### src/rtl/mf_pll_pkg.sv
// Shared types and helpers for the PLL reset supervisor.
package mf_pll_pkg;

    // Supervisor FSM states.
    typedef enum logic [2:0] {
        PRST  = 3'd0,
        WAIT  = 3'd1,
        STAB  = 3'd2,
        RETRY = 3'd3,
        RUN   = 3'd4,
        FAIL  = 3'd5
    } pll_state_t;

    // Counter width: clog2 of the largest cycle parameter, plus one bit of headroom.
    function automatic int cnt_width(input int hold_cyc, input int stable_cyc, input int timeout_cyc);
        int m;
        m = hold_cyc;
        if (stable_cyc > m) m = stable_cyc;
        if (timeout_cyc > m) m = timeout_cyc;
        return $clog2(m) + 1;
    endfunction

endpackage

### src/rtl/mf_sync2.sv
// Two-flop synchronizer for asynchronous status inputs, reset to 0.
module mf_sync2 #(
    parameter int WIDTH = 1
) (
    input  logic             clk,
    input  logic             rst,
    input  logic [WIDTH-1:0] d,
    output logic [WIDTH-1:0] q
);

    logic [WIDTH-1:0] meta;

    // Two back-to-back capture stages.
    always_ff @(posedge clk or posedge rst) begin
        if (rst) begin
            meta <= '0;
            q    <= '0;
        end else begin
            meta <= d;
            q    <= meta;
        end
    end

endmodule

### src/rtl/mf_pll_reset_ctrl.sv
// PLL supervisor: pulses PLL reset, waits for debounced lock with timeout and
// bounded retries, then releases the system reset. Lock loss restarts the PLL.
module mf_pll_reset_ctrl
    import mf_pll_pkg::*;
#(
    parameter int RESET_HOLD_CYC   = 16,
    parameter int LOCK_STABLE_CYC  = 1024,
    parameter int LOCK_TIMEOUT_CYC = 65536,
    parameter int MAX_RETRIES      = 3
) (
    input  logic       refclk,
    input  logic       rst,
    input  logic       pll_locked,
    input  logic       relock_req,
    output logic       pll_rst,
    output logic       sys_rst,
    output logic       pll_ready,
    output logic       pll_fail,
    output logic [3:0] attempt,
    output logic [7:0] relock_count
);

    localparam int CW = cnt_width(RESET_HOLD_CYC, LOCK_STABLE_CYC, LOCK_TIMEOUT_CYC);
    localparam logic [CW-1:0] HOLD_LAST    = CW'(RESET_HOLD_CYC - 1);
    localparam logic [CW-1:0] STABLE_LAST  = CW'(LOCK_STABLE_CYC - 1);
    localparam logic [CW-1:0] TIMEOUT_LAST = CW'(LOCK_TIMEOUT_CYC - 1);
    localparam logic [3:0]    RETRY_LAST   = 4'(MAX_RETRIES);

    logic          lk;
    pll_state_t    state, state_nxt;
    logic [CW-1:0] cnt, cnt_nxt;
    logic [CW-1:0] stab, stab_nxt;
    logic [3:0]    attempt_nxt;
    logic [7:0]    relock_nxt;
    logic          pll_rst_nxt, sys_rst_nxt, pll_ready_nxt, pll_fail_nxt;

    mf_sync2 #(.WIDTH(1)) u_lock_sync (
        .clk (refclk),
        .rst (rst),
        .d   (pll_locked),
        .q   (lk)
    );

    // Next-state, counter and output decode; outputs derive from the next state.
    always_comb begin
        state_nxt   = state;
        cnt_nxt     = cnt;
        stab_nxt    = stab;
        attempt_nxt = attempt;
        relock_nxt  = relock_count;

        if (relock_req) begin
            state_nxt   = PRST;
            cnt_nxt     = '0;
            stab_nxt    = '0;
            attempt_nxt = '0;
        end else begin
            case (state)
                PRST: begin
                    if (cnt == HOLD_LAST) begin
                        state_nxt = WAIT;
                        cnt_nxt   = '0;
                    end else begin
                        cnt_nxt = cnt + 1'b1;
                    end
                end
                WAIT: begin
                    cnt_nxt = cnt + 1'b1;
                    if (cnt == TIMEOUT_LAST) begin
                        state_nxt = RETRY;
                    end else if (lk) begin
                        // The lk cycle seen here already counts as the first stable cycle.
                        state_nxt = (LOCK_STABLE_CYC == 1) ? RUN : STAB;
                        stab_nxt  = '0;
                    end
                end
                STAB: begin
                    cnt_nxt  = cnt + 1'b1;
                    stab_nxt = stab + 1'b1;
                    if (cnt == TIMEOUT_LAST) begin
                        state_nxt = RETRY;
                    end else if (!lk) begin
                        state_nxt = WAIT;
                        stab_nxt  = '0;
                    end else if (stab_nxt == STABLE_LAST) begin
                        state_nxt = RUN;
                    end
                end
                RETRY: begin
                    cnt_nxt  = '0;
                    stab_nxt = '0;
                    if (attempt == RETRY_LAST) begin
                        state_nxt = FAIL;
                    end else begin
                        attempt_nxt = attempt + 4'd1;
                        state_nxt   = PRST;
                    end
                end
                RUN: begin
                    if (!lk) begin
                        if (relock_count != 8'hFF) relock_nxt = relock_count + 8'd1;
                        attempt_nxt = '0;
                        cnt_nxt     = '0;
                        stab_nxt    = '0;
                        state_nxt   = PRST;
                    end
                end
                FAIL: begin
                    state_nxt = FAIL;
                end
                default: begin
                    state_nxt = PRST;
                    cnt_nxt   = '0;
                    stab_nxt  = '0;
                end
            endcase
        end

        pll_rst_nxt   = (state_nxt == PRST) || (state_nxt == FAIL);
        sys_rst_nxt   = (state_nxt != RUN);
        pll_ready_nxt = (state_nxt == RUN);
        pll_fail_nxt  = (state_nxt == FAIL);
    end

    // State, counters and registered outputs.
    always_ff @(posedge refclk or posedge rst) begin
        if (rst) begin
            state        <= PRST;
            cnt          <= '0;
            stab         <= '0;
            attempt      <= '0;
            relock_count <= '0;
            pll_rst      <= 1'b1;
            sys_rst      <= 1'b1;
            pll_ready    <= 1'b0;
            pll_fail     <= 1'b0;
        end else begin
            state        <= state_nxt;
            cnt          <= cnt_nxt;
            stab         <= stab_nxt;
            attempt      <= attempt_nxt;
            relock_count <= relock_nxt;
            pll_rst      <= pll_rst_nxt;
            sys_rst      <= sys_rst_nxt;
            pll_ready    <= pll_ready_nxt;
            pll_fail     <= pll_fail_nxt;
        end
    end

endmodule
### config.mk
export PLATFORM = sky130hd
export DESIGN_NAME = mf_pll_reset_ctrl
export DESIGN_NICKNAME = d
export VERILOG_FILES = /design/src/rtl/mf_pll_pkg.sv /design/src/rtl/mf_sync2.sv /design/src/rtl/mf_pll_reset_ctrl.sv
export SDC_FILE = /design/constraint.sdc
export NUM_CORES = 1
export LEC_CHECK = 0
export CORE_ASPECT_RATIO = 0.7
export CORE_UTILIZATION = 55
export CTS_BUF_LIST = sky130_fd_sc_hd__clkbuf_8 sky130_fd_sc_hd__clkbuf_16
export CTS_CLUSTER_DIAMETER = 120
export DETAILED_ROUTE_END_ITERATION = 12
export PLACE_DENSITY_LB_ADDON = 0.1
export SLEW_MARGIN = 20
export SYNTH_ARGS = -nofsm -noshare
export SYNTH_HDL_FRONTEND = slang
export SYNTH_SLANG_ARGS = --single-unit
export TNS_END_PERCENT = 20
### constraint.sdc
create_clock -name refclk -period 3 [get_ports refclk]
set_input_delay 0.6 -clock refclk [delete_from_list [all_inputs] [get_ports refclk]]
set_output_delay 0.6 -clock refclk [all_outputs]
set_load 0.01 [all_outputs]
Word level (Yosys, flattened, before mapping)

Index checks and enable logic that the tools add are counted.

Equal/unequal tests: 19
$add $sub $neg: 4
Bitwise operators: 2
Mux-type cells: 24
Reduce and logical (&&, ||, !) cells: 10

Operators by type and width:

| kind                  | number |
|---|---|
| $mux 17               | 8 |
| $pmux 17 s4           | 2 |
| $add 17x1->17 const B | 2 |
| $mux 3                | 9 |
| $pmux 3 s6            | 1 |
| $eq 17x10->1 const B  | 1 |
| $eq 17x16->1 const B  | 1 |
| $eq 17x4->1 const B   | 1 |
| $eq 3x3->1 const B    | 4 |
| $mux 4                | 3 |
| $ne 3x3->1 const B    | 4 |
| $add 8x1->8 const B   | 1 |
| $ne 8x8->1 const B    | 1 |
| $pmux 4 s2            | 1 |
| $reduce_and 4->1      | 2 |
| $eq 3x2->1 const B    | 2 |
| $logic_not 3->1       | 2 |
| $add 4x1->4 const B   | 1 |
| $eq 4x2->1 const B    | 1 |
| $reduce_or 2->1       | 2 |
| $eq 3x1->1 const B    | 1 |
| $ne 3x2->1 const B    | 1 |
| $reduce_and 3->1      | 1 |
| $reduce_bool 3->1     | 1 |
| other kinds (5)       | 6 |

Register bits: 55
Bits of input ports: 4
Word-level logic and storage cells: 70
Output and inout bits: 16

Depth between registers and ports, before layout

Word-level depth: 9
Depth in mapped cells: 12
Depth with buffers taken out: 12

Hierarchy

A second synthesis with hierarchy kept.

Cell total of the unflattened synthesis: 335
Area total of the unflattened synthesis: 3,089.2 µm²

Modules (own cells, without submodules):

| module            | cells each | area an instance (µm²) | seq. area each (µm²) | times used |
|---|---|---|---|---|
| mf_pll_reset_ctrl | 332        | 3,035.4                | 1,328.8              | 1 |
| mf_sync2          | 3          | 53.8                   | 50.0                 | 1 |

Worst setup path after synthesis

No wires, ideal clock.

Path type: flip-flop to flip-flop
Start point: register cnt[0]
End point: register stab[5]
Path buffers: 1
Setup slack: 605 ps
Arrival: 2,285 ps
Data required time: 2,890 ps
Clock period less this slack: 2,395 ps
Cell stages (with the launch flop): 13
Setup time: 110 ps
Path through: dfrtp_1 > ha_1 > and3_1 > nand3_1 > nor3_1 > ha_1 > nand2b_1 > nor2_1 > a211oi_1 > o21a_1 > clkbuf_1 > o21ai_0 > o41ai_1

Longest elaborated chain between the ends: 4
Elaborated cells between the ends (all ways): 6
Classes of those cells: eq/ne: 2; mux: 3; reduce/logical: 1

Ends and longest elaborated chain:

| item                   | RTL line                                         | RTL |
|---|---|---|
| from (decl)            | mf_pll_reset_ctrl.sv:31                          | `logic [CW-1:0] cnt, cnt_nxt;` |
| from (signal assigned) | mf_pll_reset_ctrl.sv:139                         | `cnt <= cnt_nxt;` |
| $eq 17x16->1 *         | mf_pll_reset_ctrl.sv:69, mf_pll_reset_ctrl.sv:80 |  |
| $mux 17                | mf_pll_reset_ctrl.sv:80                          | `if (cnt == TIMEOUT_LAST) begin` |
| $pmux 17 s4            | mf_pll_reset_ctrl.sv:58                          | `case (state)` |
| $mux 17                | mf_pll_reset_ctrl.sv:52                          | `if (relock_req) begin` |
| to (signal assigned)   | mf_pll_reset_ctrl.sv:140                         | `stab <= stab_nxt;` |
| to (decl)              | mf_pll_reset_ctrl.sv:32                          | `logic [CW-1:0] stab, stab_nxt;` |

Mark *: on every way between the ends. The rest lies on a longest branch, timed or not.
A chain may end at the register's enable or synchronous reset.

Worst setup path after layout

Start point: register stab[0]
End point: register sys_rst

Longest elaborated chain between the ends: 8

Ends and longest elaborated chain:

| item                 | RTL line                 | RTL |
|---|---|---|
| $add 17x1->17        | mf_pll_reset_ctrl.sv:79  | `stab_nxt = stab + 1'b1;` |
| $eq 17x10->1         | mf_pll_reset_ctrl.sv:85  | `end else if (stab_nxt == STABLE_LAST) begin` |
| $mux 3               | mf_pll_reset_ctrl.sv:85  |  |
| $mux 3               | mf_pll_reset_ctrl.sv:82  | `end else if (!lk) begin` |
| $mux 3               | mf_pll_reset_ctrl.sv:80  |  |
| $pmux 3 s6           | mf_pll_reset_ctrl.sv:58  |  |
| $mux 3               | mf_pll_reset_ctrl.sv:52  |  |
| $ne 3x3->1           | mf_pll_reset_ctrl.sv:120 | `sys_rst_nxt = (state_nxt != RUN);` |
| via sys_rst_nxt      | mf_pll_reset_ctrl.sv:35  | `logic pll_rst_nxt, sys_rst_nxt, pll_ready_nxt, pll_fail_nxt;` |
| to (signal assigned) | mf_pll_reset_ctrl.sv:144 | `sys_rst <= sys_rst_nxt;` |
| to (decl)            | mf_pll_reset_ctrl.sv:16  | `output logic sys_rst,` |

The timed path passes the listed nets, and every way through them passes these cells.

==> impl_metrics.csv <==
group,metric,value,unit
status,outcome,"finished, final reports clean",
pwr,p_int,0.974,mW
logic_synthesis,post_syn_nets,353,
floorplan,initial_utilization,57.9,%
logic_synthesis,async_reset_ff_share,100,%
timing,finalHoldViolCount,0,
floorplan,core_area,5310,um^2
pwr,pwr-share-clk,35.4,%
cts,cts-root-buf,"sky130_fd_sc_hd__clkbuf_8",
drt,wl_per_cell,15.0,um
cts,cts_setup_buffers,0,
drt,drt-total-wl,6520,um
logic_synthesis,synth-edff-count,0,
cells_and_area,mostFrequentLayoutCell,"sky130_fd_sc_hd__dfrtp_1",
pwr,power_leakage,1.43,nW
critical_path,worstPathBufferInverterCount,0,
logic_synthesis,synth_top_flop_cell,"sky130_fd_sc_hd__dfrtp_1",
timing,timing.hold.ws,0.363,ns
cts,clkTransAtPathRegs,0.10,ns
pwr,seqPwrFrac,60.4,%
cts,tritoncts.num_buffers,5,
cts,insertion_delay,0.30,ns
logic_synthesis,mapped_avg_cell_area,8.97,um^2
cts,clock_tree.htree_level_count,2,
cells_and_area,finalNetCount,373,
worst_hold_path,worst_hold_path_type,"reg2reg",
timing,maxSlewHeadroom,63.5,%
floorplan,die_h,64.6,um
cells_and_area,area_delta_synth_final,13.0,%
pwr,power.ir.vdd_worst,250,uV
logic_synthesis,synth.yosys.seq_area_share,44.8,%
logic_synthesis,synth_cell_area,3080,um^2
floorplan,boundaryPins,20,
timing,setup_repair_after_global_routing_missed_its_margin,"no",
timing,max_clock_freq,0.379,GHz
timing,final_period_utilization,88.0,%
critical_path,crit_path_cell_trace,"ha_1 > and4_1 > nand2_1 > a211oi_1 > o2111ai_1 > nor4b_4 > nor2_2 > or3_1",
timing,final_worst_clock_skew,0.00802,ns
pwr,power_switching_share,21.7,%
floorplan,rows,22,
pwr,design_power_total,1.24,mW
drt,route.detailed.drc,0,
cells_and_area,final_layout_size_suffix_gt1_share,8.24,%
timing,period_needed,2.64,ns
cts,hold_fix_buffer_count_after_cts,0,
critical_path,critical_path.startpoint_type,"flop",
timing,fin_tns_setup,0,ns
drt,vias,2615,
logic_synthesis,synth_warnings,0,
cells_and_area,antenna-diode-count,0,
floorplan,die_w,91.4,um
placement,final_hpwl_dp,4710,um
placement,gp_congestion,0.889,
critical_path,crit_path_max_fanout,11,
pwr,power.density_cell_area,358,nW/um^2
timing,timing_max_transition_violations_final,0,
drt,initialDrtViolationCount,182,
placement,buffer_ports.inserted,19,
critical_path,timing.critical_path.slowest_stage_cell,"sky130_fd_sc_hd__dfrtp_1",
critical_path,cp_required,3.23,ns
critical_path,worst_path_largest_cell_delay,0.51,ns
global_route,maximum_number_of_pins_on_one_net_before_global_route_repair,32,
drt,firstDrtPassIters,5,
timing,worst_pin_slew,0.547,ns
timing,setup_viol,0,
logic_synthesis,yosys_register_bits,55,
cts,cts_tree,"built",
run,max_cap_violations,0,
critical_path,critPathTopFamily,"simple AND/OR/NAND/NOR gates",
pwr,net_load_switching_power,0.270,mW
pwr,combPwrFrac,4.2,%
critical_path,timing.critical_path.arrival,2.87,ns
cells_and_area,layout_common_cells,"sky130_fd_sc_hd__dfrtp_1 (53), sky130_fd_sc_hd__o21ai_0 (45), sky130_fd_sc_hd__nor2_1 (34)",
global_route,grt_util_all_layers,24.1,%
cts,clock_sinks,55,
cts,cts.path.max_buffers,2,
placement,placed_cell_area,3370,um^2
global_route,antenna_found_initial,0,
global_route,globalRoute.totalOverflow,0,
floorplan,dieArea,5900,um^2
logic_synthesis,syn-instance-count,343,
global_route,wire_length_of_the_first_global_routing_pass,11300,um
cells_and_area,finish.instance_area,3480,um^2
global_route,first_global_vias,2410,
logic_synthesis,yosys.cell_types.count,51,
drt,drt.antenna.violating_nets,0,
drt,avgViaCountPerCell,6.00,
critical_path,setup.worst_path.class,"reg2reg",
critical_path,critPathCaptureType,"flop",
-- through the flow --
stage	std cells	setup WS [ns]	util [%]
after CTS	436	0.227	65.5
after global placement	428	0.383	63.5
final	436	0.360	65.5
after global routing	436	0.152	65.5
after detailed placement	428	0.257	63.5
after floorplan	343	0.605	-
-- registers in the layout, summed over array words and instances, names as in the netlist --
signal	cells
attempt	4
pll_ready	1
pll_fail	1
state	3
stab	17
sys_rst	1
pll_rst	1
cnt	17
u_lock_sync.meta	1
relock_count	8
u_lock_sync.q	1
-- path summary, 6_finish.rpt --
| check | slack, ns | endpoint | cells after the start | startpoint |
|---|---|---|---|---|
| min | 0.36 | u_lock_sync.q | 0 | u_lock_sync.meta |
| max | 0.36 | sys_rst | 8 | stab[0] |
| max reg2reg | 0.36 | sys_rst | 8 | stab[0] |
| min in group asynchronous | 0.65 | u_lock_sync.meta | 2 | rst |
| min reg2reg | 0.36 | u_lock_sync.q | 0 | u_lock_sync.meta |
| max in group asynchronous | 1.71 | sys_rst | 3 | rst |
-- cell families (layout without fill, tap and decap cells) --
family	after synthesis	in the layout	synth area share, %
xor+xnor	17	17	4.84
compound gates	90	90	17.4
simple gates	147	147	26.1
buf+inv	25	46	3.41
flops	55	55	44.8
fa+ha+maj	6	6	2.44
mux	3	3	1.02
-- routing by layer --
layer / vias to the layer above / GRT usage, % / wire length [um]
li1: 1287 / - / -
met1: 1246 / 37.4 / 3620
met5: - / 0 / 0
met2: 76 / 34.8 / 2480
met4: 0 / 5.16 / 42
met3: 6 / 4.69 / 375
-- cells in the mapped netlist, types with 2 or more instances --
cell	instances	share of area, %
sky130_fd_sc_hd__dfrtp_1	53	43
sky130_fd_sc_hd__o21ai_0	45	7.3
sky130_fd_sc_hd__nor2_1	34	4.1
sky130_fd_sc_hd__nand2_1	30	3.7
sky130_fd_sc_hd__nand3_1	14	2.3
sky130_fd_sc_hd__a21oi_1	13	2.1
sky130_fd_sc_hd__nand4_1	12	2.4
sky130_fd_sc_hd__clkbuf_1	11	1.3
sky130_fd_sc_hd__inv_1	9	1.1
sky130_fd_sc_hd__nor2b_1	9	1.8
sky130_fd_sc_hd__xnor2_1	9	2.6
sky130_fd_sc_hd__nor3_1	8	1.3
sky130_fd_sc_hd__o31ai_1	8	2.0
sky130_fd_sc_hd__xor2_1	8	2.3
sky130_fd_sc_hd__or3_1	7	1.4
sky130_fd_sc_hd__ha_1	6	2.4
sky130_fd_sc_hd__nor4_1	6	1.2
sky130_fd_sc_hd__nor3b_1	5	1.2
sky130_fd_sc_hd__a211oi_1	4	0.98
sky130_fd_sc_hd__and4_1	4	1.1
sky130_fd_sc_hd__nand2b_1	4	0.81
sky130_fd_sc_hd__a31oi_1	3	0.61
sky130_fd_sc_hd__and3_1	3	0.61
sky130_fd_sc_hd__buf_2	3	0.49
sky130_fd_sc_hd__a22o_1	2	0.57
sky130_fd_sc_hd__and2_1	2	0.41
sky130_fd_sc_hd__buf_4	2	0.49
sky130_fd_sc_hd__dfstp_2	2	1.7
sky130_fd_sc_hd__mux2i_1	2	0.65
sky130_fd_sc_hd__o211ai_1	2	0.49
sky130_fd_sc_hd__o21ai_1	2	0.33
sky130_fd_sc_hd__o31a_1	2	0.57
-- power by group through the flow --
| stage | Sequential, mW | Combinational, mW | Clock, mW |
|---|---|---|---|
| after floorplan | 0.765 | 0.0314 | 0 |
| after global placement | 0.766 | 0.0525 | 0 |
| after detailed placement | 0.766 | 0.0533 | 0 |
| after CTS | 0.752 | 0.0531 | 0.460 |
| after global routing | 0.753 | 0.0604 | 0.478 |
| final | 0.752 | 0.0520 | 0.441 |
-- layout make-up --
class / count / area [um^2]
Clock buffer: 7 / 96.3
Clock inverter: 1 / 7.51
Fill cell: 455 / 1830
Inverter: 9 / 33.8
Multi-Input combinational cell: 263 / 1600
Sequential cell: 55 / 1380
Tap cell: 72 / 90.1
Timing Repair Buffer: 29 / 278
-- timing repair --
action	CTS	global route
setup endpoints to repair	0	10
endpoints found under the hold margin	0	0
gates resized for setup	0	1
Note: power is estimated with default switching activity, not from simulation.
